### src/rtl/mem_port_arbiter.sv
// rtl/mem_port_arbiter.sv - fetch/data arbiter sharing one fixed-latency single-port memory
// Optional: define MEM_ARB_RR_EN for round-robin arbitration instead of fixed D-over-I priority.
module mem_port_arbiter #(
  parameter int ADDR_W      = 32,
  parameter int DATA_W      = 32,
  parameter int WAIT_CYCLES = 4
) (
  input  logic              clk,
  input  logic              rst,
  input  logic              if_req,
  input  logic [ADDR_W-1:0] if_addr,
  output logic              if_ready,
  output logic [DATA_W-1:0] if_rdata,
  output logic              if_freeze,
  input  logic              d_rd_en,
  input  logic              d_wr_en,
  input  logic [ADDR_W-1:0] d_addr,
  input  logic [DATA_W-1:0] d_wdata,
  output logic              d_ready,
  output logic [DATA_W-1:0] d_rdata,
  output logic              mem_freeze,
  output logic              mem_en,
  output logic              mem_we,
  output logic [ADDR_W-1:0] mem_addr,
  output logic [DATA_W-1:0] mem_wdata,
  input  logic [DATA_W-1:0] mem_rdata
);

  localparam int CNT_W = $clog2(WAIT_CYCLES + 1);

  typedef enum logic [1:0] {IDLE, ACCESS, DONE} state_t;

  state_t           state, state_nxt;
  logic [CNT_W-1:0] cnt;
  logic             grant_d;
  logic             d_req;
  logic             any_req;
  logic             pick_d;

  assign d_req   = d_rd_en | d_wr_en;
  assign any_req = d_req | if_req;

`ifdef MEM_ARB_RR_EN
  logic last_d;

  // On contention the port that did not win last time is served.
  assign pick_d = d_req & (~if_req | ~last_d);

  always_ff @(posedge clk or negedge rst) begin
    if (!rst) begin
      last_d <= 1'b0;
    end else if (state == IDLE && any_req) begin
      last_d <= pick_d;
    end
  end
`else
  // The data access belongs to the older instruction, so it always wins.
  assign pick_d = d_req;
`endif

  always_ff @(posedge clk or negedge rst) begin
    if (!rst) begin
      state <= IDLE;
    end else begin
      state <= state_nxt;
    end
  end

  always_comb begin
    state_nxt = state;
    case (state)
      IDLE:    if (any_req) state_nxt = ACCESS;
      ACCESS:  if (cnt == '0) state_nxt = DONE;
      DONE:    state_nxt = IDLE;
      default: state_nxt = IDLE;
    endcase
  end

  always_ff @(posedge clk or negedge rst) begin
    if (!rst) begin
      cnt       <= '0;
      grant_d   <= 1'b0;
      if_ready  <= 1'b0;
      d_ready   <= 1'b0;
      if_rdata  <= '0;
      d_rdata   <= '0;
      mem_en    <= 1'b0;
      mem_we    <= 1'b0;
      mem_addr  <= '0;
      mem_wdata <= '0;
    end else begin
      if_ready <= 1'b0;
      d_ready  <= 1'b0;
      case (state)
        IDLE: begin
          if (any_req) begin
            grant_d   <= pick_d;
            mem_en    <= 1'b1;
            mem_we    <= pick_d & d_wr_en;
            mem_addr  <= pick_d ? {d_addr[ADDR_W-1:2], 2'b00} : {if_addr[ADDR_W-1:2], 2'b00};
            mem_wdata <= d_wdata;
            cnt       <= CNT_W'(WAIT_CYCLES - 1);
          end
        end
        ACCESS: begin
          if (cnt == '0) begin
            mem_en <= 1'b0;
            mem_we <= 1'b0;
            if (grant_d) begin
              d_ready <= 1'b1;
              if (!mem_we) d_rdata <= mem_rdata;
            end else begin
              if_ready <= 1'b1;
              if_rdata <= mem_rdata;
            end
          end else begin
            cnt <= cnt - CNT_W'(1);
          end
        end
        default: ;
      endcase
    end
  end

  assign if_freeze  = if_req & ~if_ready;
  assign mem_freeze = d_req & ~d_ready;

endmodule

### config.mk
export PLATFORM = sky130hd
export DESIGN_NAME = mem_port_arbiter
export DESIGN_NICKNAME = d
export VERILOG_FILES = /design/src/rtl/mem_port_arbiter.sv
export SDC_FILE = /design/constraint.sdc
export NUM_CORES = 1
export LEC_CHECK = 0
export CAP_MARGIN = 20
export CORE_MARGIN = 1
export CORE_UTILIZATION = 42
export CTS_BUF_LIST = sky130_fd_sc_hd__clkbuf_2 sky130_fd_sc_hd__clkbuf_4 sky130_fd_sc_hd__clkbuf_8
export CTS_CLUSTER_DIAMETER = 120
export DETAILED_ROUTE_END_ITERATION = 12
export GPL_TIMING_DRIVEN = 0
export PLACE_DENSITY = 0.9
export SETUP_SLACK_MARGIN = 0.2
export SLEW_MARGIN = 20
export SYNTH_ARGS = -nofsm -noshare
export SYNTH_HDL_FRONTEND = slang
export SYNTH_SLANG_ARGS = --single-unit
### constraint.sdc
create_clock -name clk -period 1.93 [get_ports clk]
set_clock_uncertainty 0.1 [all_clocks]
set_input_delay 0.579 -clock clk [delete_from_list [all_inputs] [get_ports clk]]
set_output_delay 0.579 -clock clk [all_outputs]
set_load 0.02 [all_outputs]
; ---- Word level (Yosys, flattened, before mapping)
; Index checks and enable logic that the tools add are counted.
[totals]
inputBits = 133
out_inout_bits = 134
wordCells = 52
regBits = 138
[classes]
add_sub_neg = 1
reduce_logical = 9
bitwise_logic = 9
muxes = 18
n_eq_ne = 4
[ops]
columns = op, n
row1 = 2-to-1 mux 32 bit, 1
row2 = 2-to-1 mux 1 bit, 9
row3 = AND reduction 3 bit, 3
row4 = 2-to-1 mux 3 bit, 2
row5 = "inequality test 2 bit, second input constant", 3
row6 = one-hot mux 3 bit (2 select lines), 1
row7 = 2-to-1 mux 2 bit, 2
row8 = NOT 1 bit, 4
row9 = one-hot mux 1 bit (2 select lines), 2
row10 = one-hot mux 2 bit (2 select lines), 1
row11 = AND reduction 2 bit, 2
row12 = AND reduction 4 bit, 1
row13 = AND 1 bit, 3
row14 = zero test 3 bit, 1
row15 = "subtractor 3 x 1 -> 3 bit, second input constant", 1
row16 = "== test 2 x 1 -> 1 bit, second input constant", 1
row17 = zero test 2 bit, 1
row18 = bitwise OR 1 bit, 2
row19 = nonzero test 2 bit, 1

; ---- Depth between registers and ports, before layout
; Gate-level depths: netlist of the first run.
[logic_depth]
ltp_word = 4
depth_mapped = 7
depth_no_buf = 6

; ---- Worst setup path before layout of the first run
; OpenSTA, ideal clock, no wires.
[synth_timing]
kind = input -> output
start = input d_rd_en
end = output mem_freeze
stages = 4
path_buffers = 2
t_arrival_ns = 1.303
t_required_ns = 1.251
slack_ns = -0.052
path_cell_list = or2_1 > buf_6 > buf_6 > nor2b_1
[synth_between]
elab_chain_len = 2
[synth_lines]
columns = element, line
row1 = start: declaration, 15  ; input logic d_rd_en,
row2 = bitwise OR 1 bit, 40  ; assign d_req = d_rd_en | d_wr_en;
row3 = AND 1 bit, 126  ; assign mem_freeze = d_req & ~d_ready;
row4 = end: declaration, 21  ; output logic mem_freeze,
; Every way passes these cells.

; ---- Worst setup path after layout of the first run
; Ends and elaborated chain as after synthesis.

==> qor.txt, run 1 <==
DP Worst Slack = -0.995 ns
setup ws final = -0.111 ns
fillers = 825
post-synthesis cell area = 5660 um2
initial antenna violation count = 0
Port Buffer Count = 260
clk root buf = clkbuf_8
top cells by count, synth = dfrtp_1 (136), mux2_2 (125), mux2_4 (28)
Area growth syn-to-layout = 70.3%
Gate Count Post-Synth = 344
num ports = 267
FMAX = 0.490 GHz
post-DP HPWL = 11200 um
gr ovfl total = 0
std cell rows = 42
core area = 13200 um2
H-tree Lvls = 4
Final setup violation count = 8
Hold Crit Class = input port to register
area share of the largest cell type after synthesis = 60.1%
Yosys cell types = 26
pwr dens = 1690 nW/um2
total track usage = 24.4%
dpl cell area = 8530 um2
CP endpoint kind = output port
Worst Path Required = 1.25 ns
post-route setup TNS = -0.188 ns
Die Y = 118 um
unrepaired setup endpoints after global routing = true
Initial Utilization = 42.9%
1st-iter DRT viols = 154
Non-Filler Instances = 862
count of pins over their slew limit = 0
Yosys reg bits = 136
Clock Pin Slew Worst Setup and Hold Paths = 0.06 ns
Final nets = 812
Internal = 10.3 mW
DIE WIDTH = 118 um
clock tree buffer depth = 2
vias in the first global route = 4656
Sw Ratio = 36.9%
worst vdd ir = 0.962 mV
failing checks = setup timing
Seq/Total Area, Yosys = 60.1%
Final Wtd Congestion = 0.772
Arr. time, crit path = 1.36 ns
top-count cell post-synth = dfrtp_1
Slew HR = 66.2%
overall power = 16.3 mW
Post-synth EDFFs = 0
Sequential Power Share = 31.8%
first-pass GRT wire length = 25700 um
CP Class = input port to output port
logic gate share of total power = 54.8%
layout cells sized above 1 = 59.3%
routed wire length = 18200 um
Yosys top cell by area = dfrtp_1
Inserted Clock Buffers = 17
Net Switching = 6.04 mW
drt drc = 0
vias per std cell = 4.94
max_cap viols = 0
Tightest Pin Transition = 0.507 ns
final count of hold timing violations = 0
Leak = 4.83 nW
final core utilization = 73.1%
# placed instances = 782
post-route minimum period = 2.04 ns
startpoint types = input port
Pre-antenna DRT Iters = 4
Avg WL per Cell = 21.1 um
pin count of the biggest net entering global routing = 100
Syn Area/Cell = 16.5 um2
Post-synth ARST share = 100%
power share of the clock group = 13.3%
top post-synthesis cells by area = dfrtp_1 (60%), mux2_2 (25%), mux2_4 (7.4%)
Hold Slack = 0.371 ns
Vias = 4261
clock sinks = 136
Final Cell Area = 9650 um2
worst skew pair latency = 0.44 ns
ys flop type = dfrtp_1
die area = 14000 um2
post-route ant nets = 0
final period utilization = 106%
TritonCTS clock tree = yes
status = complete, but fails checks
Worst Path Max Fanout = 2
YS warnings = 0
ant diodes = 0
==> sequential cells by signal, summed over array words and instances, names as in the netlist <==
name,flops
cnt,3
d_rdata,32
d_ready,1
grant_d,1
if_rdata,32
if_ready,1
mem_addr,30
mem_en,1
mem_wdata,32
mem_we,1
state,2
==> final timing paths <==
check	start	end	slack, ns	cells past startpoint
max in group asynchronous	rst	cnt[1]	0.47	3
hold reg to reg	mem_wdata[21]	mem_wdata[21]	0.41	1
setup / recovery	d_rd_en	mem_freeze	-0.11	6
setup reg to reg	cnt[0]	if_rdata[13]	0.13	8
min in group asynchronous	rst	mem_wdata[10]	0.48	2
hold / removal	d_wr_en	mem_we	0.37	3
==> metal layers <==
layer | global-route usage, % | wire [um] | vias up
li1 | - | - | 1872
met1 | 25.9 | 6690 | 2163
met2 | 44.7 | 9720 | 194
met3 | 7.17 | 1320 | 32
met4 | 10.3 | 468 | 0
met5 | 0 | 0 | -
==> cell usage in the layout, fill, tap and decap left out, types with 2 or more instances in the layout <==
cell type	count
clkdlybuf4s50_1	124
and3_1	2
buf_8	15
clkbuf_4	3
clkbuf_16	3
dfrtp_1	135
clkbuf_8	21
nand2_2	2
buf_12	14
nand2_1	2
clkinv_2	3
a21oi_1	2
mux2_4	148
buf_4	24
buf_6	21
mux2_2	9
inv_2	2
nor2b_1	3
and2_1	2
buf_16	6
a22o_1	2
conb_1	2
buf_2	123
==> layout make-up <==
type / count / area (um2) / share of cell area (%)
repair buffers: 313 / 2740 / 28.4
flip-flops and latches: 136 / 3400 / 35.3
inverters: 3 / 13.8 / 0.143
multi-input cells: 187 / 2610 / 27.1
clock buffers: 24 / 312 / 3.23
well taps: 176 / 220 / 2.28
clock inverters: 4 / 45.0 / 0.467
plain buffers: 19 / 302 / 3.13
==> timing repair <==
action / 4_1_cts / 5_1_grt
buffers inserted: 20 / 21
pin swaps: 4 / 5
hold buffers: 1 / 0
endpoints found under the setup margin: 262 / 136
resized for setup: 608 / 148
gates cloned: 7 / 3
hold endpoints to repair: 37 / 0
==> cell families after synthesis <==
group / count (synthesis) / synth area share [%]
simple gates: 19 / 2.30
buf+inv: 22 / 2.98
mux: 157 / 33.1
fa+ha+maj: 2 / 0.442
compound gates: 7 / 1.04
flops: 136 / 60.1
other cells: 1 / 0.0662
==> worst max-delay path, stage by stage <==
cell,delay (ns)
buf_6,0.09
or2_1,0.22
buf_6,0.12
buf_12,0.11
nor2b_4,0.11
buf_6,0.12
==> power by group through the flow <==
stage / Combinational (mW) / Clock [mW] / Sequential, mW
3_3_place_gp: 7.53 / 0 / 5.03
3_5_place_dp: 7.74 / 0 / 5.14
2_1_floorplan: 2.29 / 0 / 6.77
5_1_grt: 9.38 / 2.33 / 5.35
6_report: 8.96 / 2.18 / 5.21
4_1_cts: 7.45 / 2.21 / 5.07
Power figures use the tool's default switching activity.
==> run 2, diff against run 1 <==
- RECOVER_POWER: not set -> 100
==> run 2 against run 1 <==
  * The run still ends with setup timing left
  * Largest power group unchanged
  * Combinational power down 5.8%
  * Critical path type unchanged
  * Wire length up 0.37%
  * Cell count unchanged
  * Worst hold slack worse by 0.0014 ns
  * Die area unchanged
  * Clock power about the same
  * Fmax about the same
  * Utilization down 2.1 points
  * Sequential power about the same
  * Design area down 2.9%
==> qor.txt, run 2 (same netlist as run 1, synthesis figures left out) <==
count of pins over their slew limit = 0 (unchanged)
CP Launch Point = d_rd_en
post-route ant nets = 0 (unchanged)
final count of hold timing violations = 0 (unchanged)
# placed instances = 782 (unchanged)
Final Wtd Congestion = 0.772 (unchanged)
power share of the clock group = 13.8% (+0.5 points)
unrepaired setup endpoints after global routing = true
dpl cell area = 8530 um2 (unchanged)
worst vdd ir = 0.938 mV (-2.5%)
overall power = 15.8 mW (-3.1%)
Final Cell Area = 9370 um2 (-2.9%)
std cell rows = 42 (unchanged)
Vias = 4263 (+0.047%)
Arr. time, crit path = 1.36 ns (about the same)
TritonCTS clock tree = yes
R2R Path Start = cnt[0]
FF-to-FF setup slack = 0.01 ns (-0.12 ns)
path depth of the worst reg2reg path = 8 (unchanged)
worst r2r dst = if_rdata[13]
failing checks = setup timing
Pre-antenna DRT Iters = 4 (unchanged)
Clock Pin Slew Worst Setup and Hold Paths = 0.06 ns (about the same)
vias per std cell = 4.95 (about the same)
Die Y = 118 um (unchanged)
post-route minimum period = 2.04 ns (-0.00000800 ns)
DIE WIDTH = 118 um (unchanged)
setup ws final = -0.111 ns (+0.00000800 ns)
gr ovfl total = 0 (unchanged)
logic gate share of total power = 53.2% (-1.6 points)
Non-Filler Instances = 862 (unchanged)
core area = 13200 um2 (unchanged)
final period utilization = 106% (about the same)
ant diodes = 0 (unchanged)
clock sinks = 136 (unchanged)
Inserted Clock Buffers = 17 (unchanged)
first-pass GRT wire length = 25700 um (unchanged)
1st-iter DRT viols = 150 (-2.6%)
Hold Crit Class = input port to register
Final setup violation count = 50 (+42)
WHS Path Cells = 3 (unchanged)
Final nets = 812 (unchanged)
worst skew pair latency = 0.45 ns (about the same)
max_cap viols = 0 (unchanged)
layout cells sized above 1 = 40.4% (-19 points)
drt drc = 0 (unchanged)
Internal = 9.80 mW (-5.0%)
status = complete, but fails checks
Tightest Pin Transition = 0.741 ns (+0.234 ns)
biggest regs = d_rdata: 32 flops, if_rdata: 32 flops, mem_wdata: 32 flops
Slew HR = 50.6% (-16 points)
CP endpoint = mem_freeze
Initial Utilization = 42.9% (unchanged)
pwr dens = 1690 nW/um2 (-0.23%)
DP Worst Slack = -0.995 ns (unchanged)
initial antenna violation count = 0 (unchanged)
Sequential Power Share = 33.0% (+1.2 points)
pin count of the biggest net entering global routing = 100 (unchanged)
CP endpoint kind = output port
routed wire length = 18300 um (+0.37%)
clock tree buffer depth = 2 (unchanged)
fillers = 915 (+11%)
Port Buffer Count = 260 (unchanged)
vias in the first global route = 4656 (unchanged)
clk root buf = clkbuf_8
H-tree Lvls = 4 (unchanged)
num ports = 267 (unchanged)
die area = 14000 um2 (unchanged)
Worst Path Required = 1.25 ns (about the same)
post-DP HPWL = 11200 um (unchanged)
Worst Path Max Fanout = 2 (unchanged)
commonest non-fill, non-tap cell in the layout = mux2_4
post-route setup TNS = -2.21 ns (-2.03 ns)
startpoint types = input port
Sw Ratio = 38.1% (+1.2 points)
FMAX = 0.490 GHz (about the same)
Area growth syn-to-layout = 65.5%
CP Class = input port to output port
Avg WL per Cell = 21.2 um (+0.37%)
commonest cells after routing, fill and taps aside = mux2_4 (148), dfrtp_1 (135), clkbuf_1 (129), clkdlybuf4s50_1 (124), buf_4 (23)
Net Switching = 6.04 mW (+0.15%)
total track usage = 24.4% (unchanged)
Leak = 4.42 nW (-8.5%)
run 2: cell types whose count changed in the layout (fill, tap and decap cells not counted), sizes merged:
cell / before / now
clkinvlp: 0 / 1
clkbuf: 27 / 159
buf: 203 / 71
inv: 3 / 2
run 2: layer usage:
metal,up-vias,share of wire [%],global-route usage [%]
met1,2169,37,25.9
met5,-,0,0
met4,0,2.8,10.3
met3,35,6.9,7.17
met2,189,53,44.7
li1,1870,-,-
run 2: through the flow:
stage	utilization, %	hold slack [ns]
6_report	71.0	0.370
3_3_place_gp	64.5	0.362
4_1_cts	67.2	0.339
3_5_place_dp	64.7	0.369
5_1_grt	71.0	0.347
2_1_floorplan	-	0.183
run 2: how the worst min path moves through the flow:
| stage | slack (ns) | to | from |
|---|---|---|---|
| 3_3_place_gp | 0.36 | mem_en | mem_en |
| 4_1_cts | 0.34 | mem_we | d_wr_en |
| 6_report | 0.37 | mem_we | d_wr_en |
| 5_1_grt | 0.35 | mem_we | d_wr_en |
| 3_5_place_dp | 0.37 | mem_wdata[10] | rst |
| 2_1_floorplan | 0.18 | cnt[0] | rst |
run 2: final cells by class:
cell class	count	area [um2]	area share [%]
repair buffers	313	2500	26.6
clock buffers	24	312	3.32
well taps	176	220	2.35
clock inverters	4	45.0	0.481
inverters	3	12.5	0.134
multi-input cells	187	2590	27.6
plain buffers	19	294	3.14
flip-flops and latches	136	3400	36.3
run 2: power groups by stage:
stage / clock network, mW / registers [mW] / logic [mW]
after floorplan: 0 / 6.77 / 2.29
after global placement: 0 / 5.03 / 7.53
after detailed placement: 0 / 5.14 / 7.74
after CTS: 2.21 / 5.07 / 7.45
after global routing: 2.33 / 5.38 / 8.85
final: 2.18 / 5.23 / 8.44
run 2: what timing repair did:
item / CTS / global route
resized for setup: 608 / 148
endpoints found under the setup margin: 262 / 136
hold endpoints to repair: 37 / 0
cloned: 7 / 3
setup buffers: 20 / 21
hold buffers: 1 / 0
pin swaps: 4 / 5
run 2: worst max-delay path, stage by stage:
cell     delay, ns
buf_6         0.09
or2_1         0.22
buf_6         0.12
buf_12        0.11
nor2b_4       0.11
buf_6         0.12
==> run 3, diff against run 2 <==
- CORE_UTILIZATION: 42 -> 46
- PLACE_DENSITY: 0.9 -> 0.95
- clock period: 1.93 -> 2.5 ns (I/O delays scaled with it)
==> run 3 against run 2 <==
  * The run ends with capacitance limit, slew limit left
  * Cell count down 8.8%
  * Clock power down 16%
  * First-iteration DRC count down 37%
  * Largest power group unchanged
==> qor.txt, run 3 (same netlist as run 1, synthesis figures left out) <==
max_cap viols = 1 (+1)
Non-Filler Instances = 786 (-8.8%)
Sw Ratio = 38.7% (+0.55 points)
post-DP HPWL = 11200 um (-0.73%)
Top delay family on crit path = buffers and inverters
pwr dens = 1280 nW/um2 (-24%)
commonest cells after routing, fill and taps aside = dfrtp_1 (136), mux2_2 (125), clkdlybuf4s50_1 (124), clkbuf_1 (72), dlygate4sd3_1 (53)
Clock Pin Slew Worst Setup and Hold Paths = 0.07 ns (about the same)
worst r2r dst = d_rdata[22]
clk root buf = clkbuf_8
Inserted Clock Buffers = 17 (unchanged)
highest routed layer = met4
vias in the first global route = 4344 (-6.7%)
Port Buffer Count = 260 (unchanged)
status = complete, but fails checks
overall power = 10.8 mW (-32%)
biggest regs = d_rdata: 32 flops, if_rdata: 32 flops, mem_wdata: 32 flops
CP endpoint kind = output port
core area = 12000 um2 (-8.9%)
Leak = 3.66 nW (-17%)
dpl cell area = 8490 um2 (-0.54%)
Hold Slack = 0.401 ns (+0.0308 ns)
count of pins over their slew limit = 69 (+69)
CP endpoint = mem_freeze
FF-to-FF setup slack = 0.26 ns (+0.25 ns)
fillers = 853 (-6.8%)
final count of hold timing violations = 0 (unchanged)
gr ovfl total = 0 (unchanged)
clock tree buffer depth = 2 (unchanged)
Tightest Pin Transition = 1.75 ns (+1.01 ns)
unrepaired setup endpoints after global routing = true
Arr. time, crit path = 1.58 ns (+0.22 ns)
pin count of the biggest net entering global routing = 70 (-30%)
CP max stage delay = 0.24 ns (+0.02 ns)
Vias = 3875 (-9.1%)
Die Y = 113 um (-4.4%)
Slew HR = -16.8% (-67 points)
cts hold-fix bufs = 0 (-1)
ant diodes = 0 (unchanged)
total track usage = 24.4% (-0.058 points)
CP Class = input port to output port
Worst Path Required = 1.65 ns (+0.40 ns)
1st-iter DRT viols = 95 (-37%)
# placed instances = 753 (-3.7%)
CP Depth = 6 (unchanged)
post-route minimum period = 2.43 ns
failing checks = capacitance limit, slew limit
Initial Utilization = 47.1% (+4.2 points)
drt drc = 0 (unchanged)
initial antenna violation count = 0 (unchanged)
Avg WL per Cell = 19.4 um (-8.6%)
worst vdd ir = 0.740 mV (-21%)
FMAX = 0.411 GHz
logic gate share of total power = 46.7% (-6.5 points)
DIE WIDTH = 113 um (-4.4%)
power share of the clock group = 17.0% (+3.2 points)
post-route setup TNS = 0 ns (+2.21 ns)
wire length on met3 = 1260 um (-0.55%)
clock sinks = 136 (unchanged)
routed wl met2 = 8160 um (-15%)
path depth of the worst reg2reg path = 7 (-1)
Worst Path Max Fanout = 2 (unchanged)
Final nets = 762 (-6.2%)
startpoint types = input port
R2R Path Start = cnt[0]
std cell rows = 40 (-4.8%)
Internal = 6.60 mW (-33%)
slowest stage cell on the critical path = or2_4
Hold Crit Class = register to register
commonest non-fill, non-tap cell in the layout = dfrtp_1
num ports = 267 (unchanged)
die area = 12800 um2 (-8.5%)
M1 wire length = 5590 um (-18%)
Sequential Power Share = 36.3% (+3.3 points)
layout cells sized above 1 = 33.8% (-6.6 points)
H-tree Lvls = 4 (unchanged)
Final setup violation count = 0 (-100%)
Pre-antenna DRT Iters = 4 (unchanged)
routed wire length = 15200 um (-17%)
TritonCTS clock tree = yes
vias per std cell = 4.93 (-0.31%)
post-route ant nets = 0 (unchanged)
most frequent CP cell = buf_6
Area growth syn-to-layout = 48.7%
Net Switching = 4.17 mW (-31%)
CP Launch Point = d_rd_en
first-pass GRT wire length = 23300 um (-9.0%)
worst skew pair latency = 0.42 ns (-0.03 ns)
Final Wtd Congestion = 0.758 (-1.8%)
critical-path cell list = buf_6, or2_4, buf_6, buf_12, nor2b_4, clkbuf_2
Final Cell Area = 8420 um2 (-10%)
CP bufs+invs = 4 (unchanged)
final period utilization = 97.3%
run 3: changes by cell type in the layout (fill, tap and decap cells not counted), sizes merged:
cell | before | now
buf | 71 | 16
bufinv | 1 | 2
clkbuf | 159 | 103
clkdlybuf4s15 | 1 | 0
clkinv | 3 | 2
clkinvlp | 1 | 4
dlygate4sd2 | 0 | 7
dlygate4sd3 | 1 | 53
inv | 2 | 5
run 3: timing repair:
item / in CTS / in global routing
gates resized for setup: 29 / 74
setup endpoints to repair: 11 / 72
buffers inserted: 2 / 0
pin swaps: 1 / 1
run 3: worst min-delay path by stage:
stage / cells after the start / to / slack, ns / from
4_1_cts: 1 / mem_addr[17] / 0.18 / rst
3_3_place_gp: 2 / mem_en / 0.36 / mem_en
3_5_place_dp: 2 / mem_en / 0.38 / mem_en
2_1_floorplan: 0 / cnt[0] / 0.35 / rst
5_1_grt: 1 / d_rdata[25] / 0.41 / d_rdata[25]
6_report: 1 / mem_wdata[28] / 0.40 / mem_wdata[28]
run 3: through the flow:
| stage | setup WS, ns | util [%] |
|---|---|---|
| 6_report | 0.0669 | 70.1 |
| 5_1_grt | 0.0432 | 70.1 |
| 3_3_place_gp | -4.41 | 70.4 |
| 3_5_place_dp | -0.844 | 70.7 |
| 4_1_cts | 0.0623 | 74.1 |
| 2_1_floorplan | 0.214 | - |
run 3: worst reg2reg max path: stages (launching register included):
cell and delay [ns]:
dfrtp_1 0.40, inv_1 0.10, ha_1 0.22, nand4bb_2 0.17, inv_1 0.13, nand3b_1 0.27, clkbuf_2 0.34, mux2_1 0.38
run 3: area by class of cell:
cell class | count | area, um2 | area share [%]
flip-flops and latches | 136 | 3400 | 40.4
repair buffers | 263 | 2180 | 25.9
multi-input cells | 187 | 2080 | 24.7
clock buffers | 21 | 289 | 3.43
well taps | 147 | 184 | 2.18
plain buffers | 19 | 154 | 1.83
clock inverters | 10 | 118 | 1.40
inverters | 3 | 11.3 | 0.134
run 3: power by group through the flow:
stage	combinational (mW)	sequential [mW]	clock, mW
after floorplan	1.76	5.22	0
after global placement	5.82	3.87	0
after detailed placement	6.00	3.97	0
after CTS	6.01	3.94	1.87
after global routing	5.32	4.04	1.96
final	5.03	3.91	1.83
run 3: routing by layer:
| layer | global-route usage, % | vias to the layer above |
|---|---|---|
| li1 | - | 1774 |
| met1 | 26.9 | 1911 |
| met2 | 43.5 | 176 |
| met3 | 8.78 | 14 |
| met4 | 8.25 | 0 |
| met5 | 0 | - |
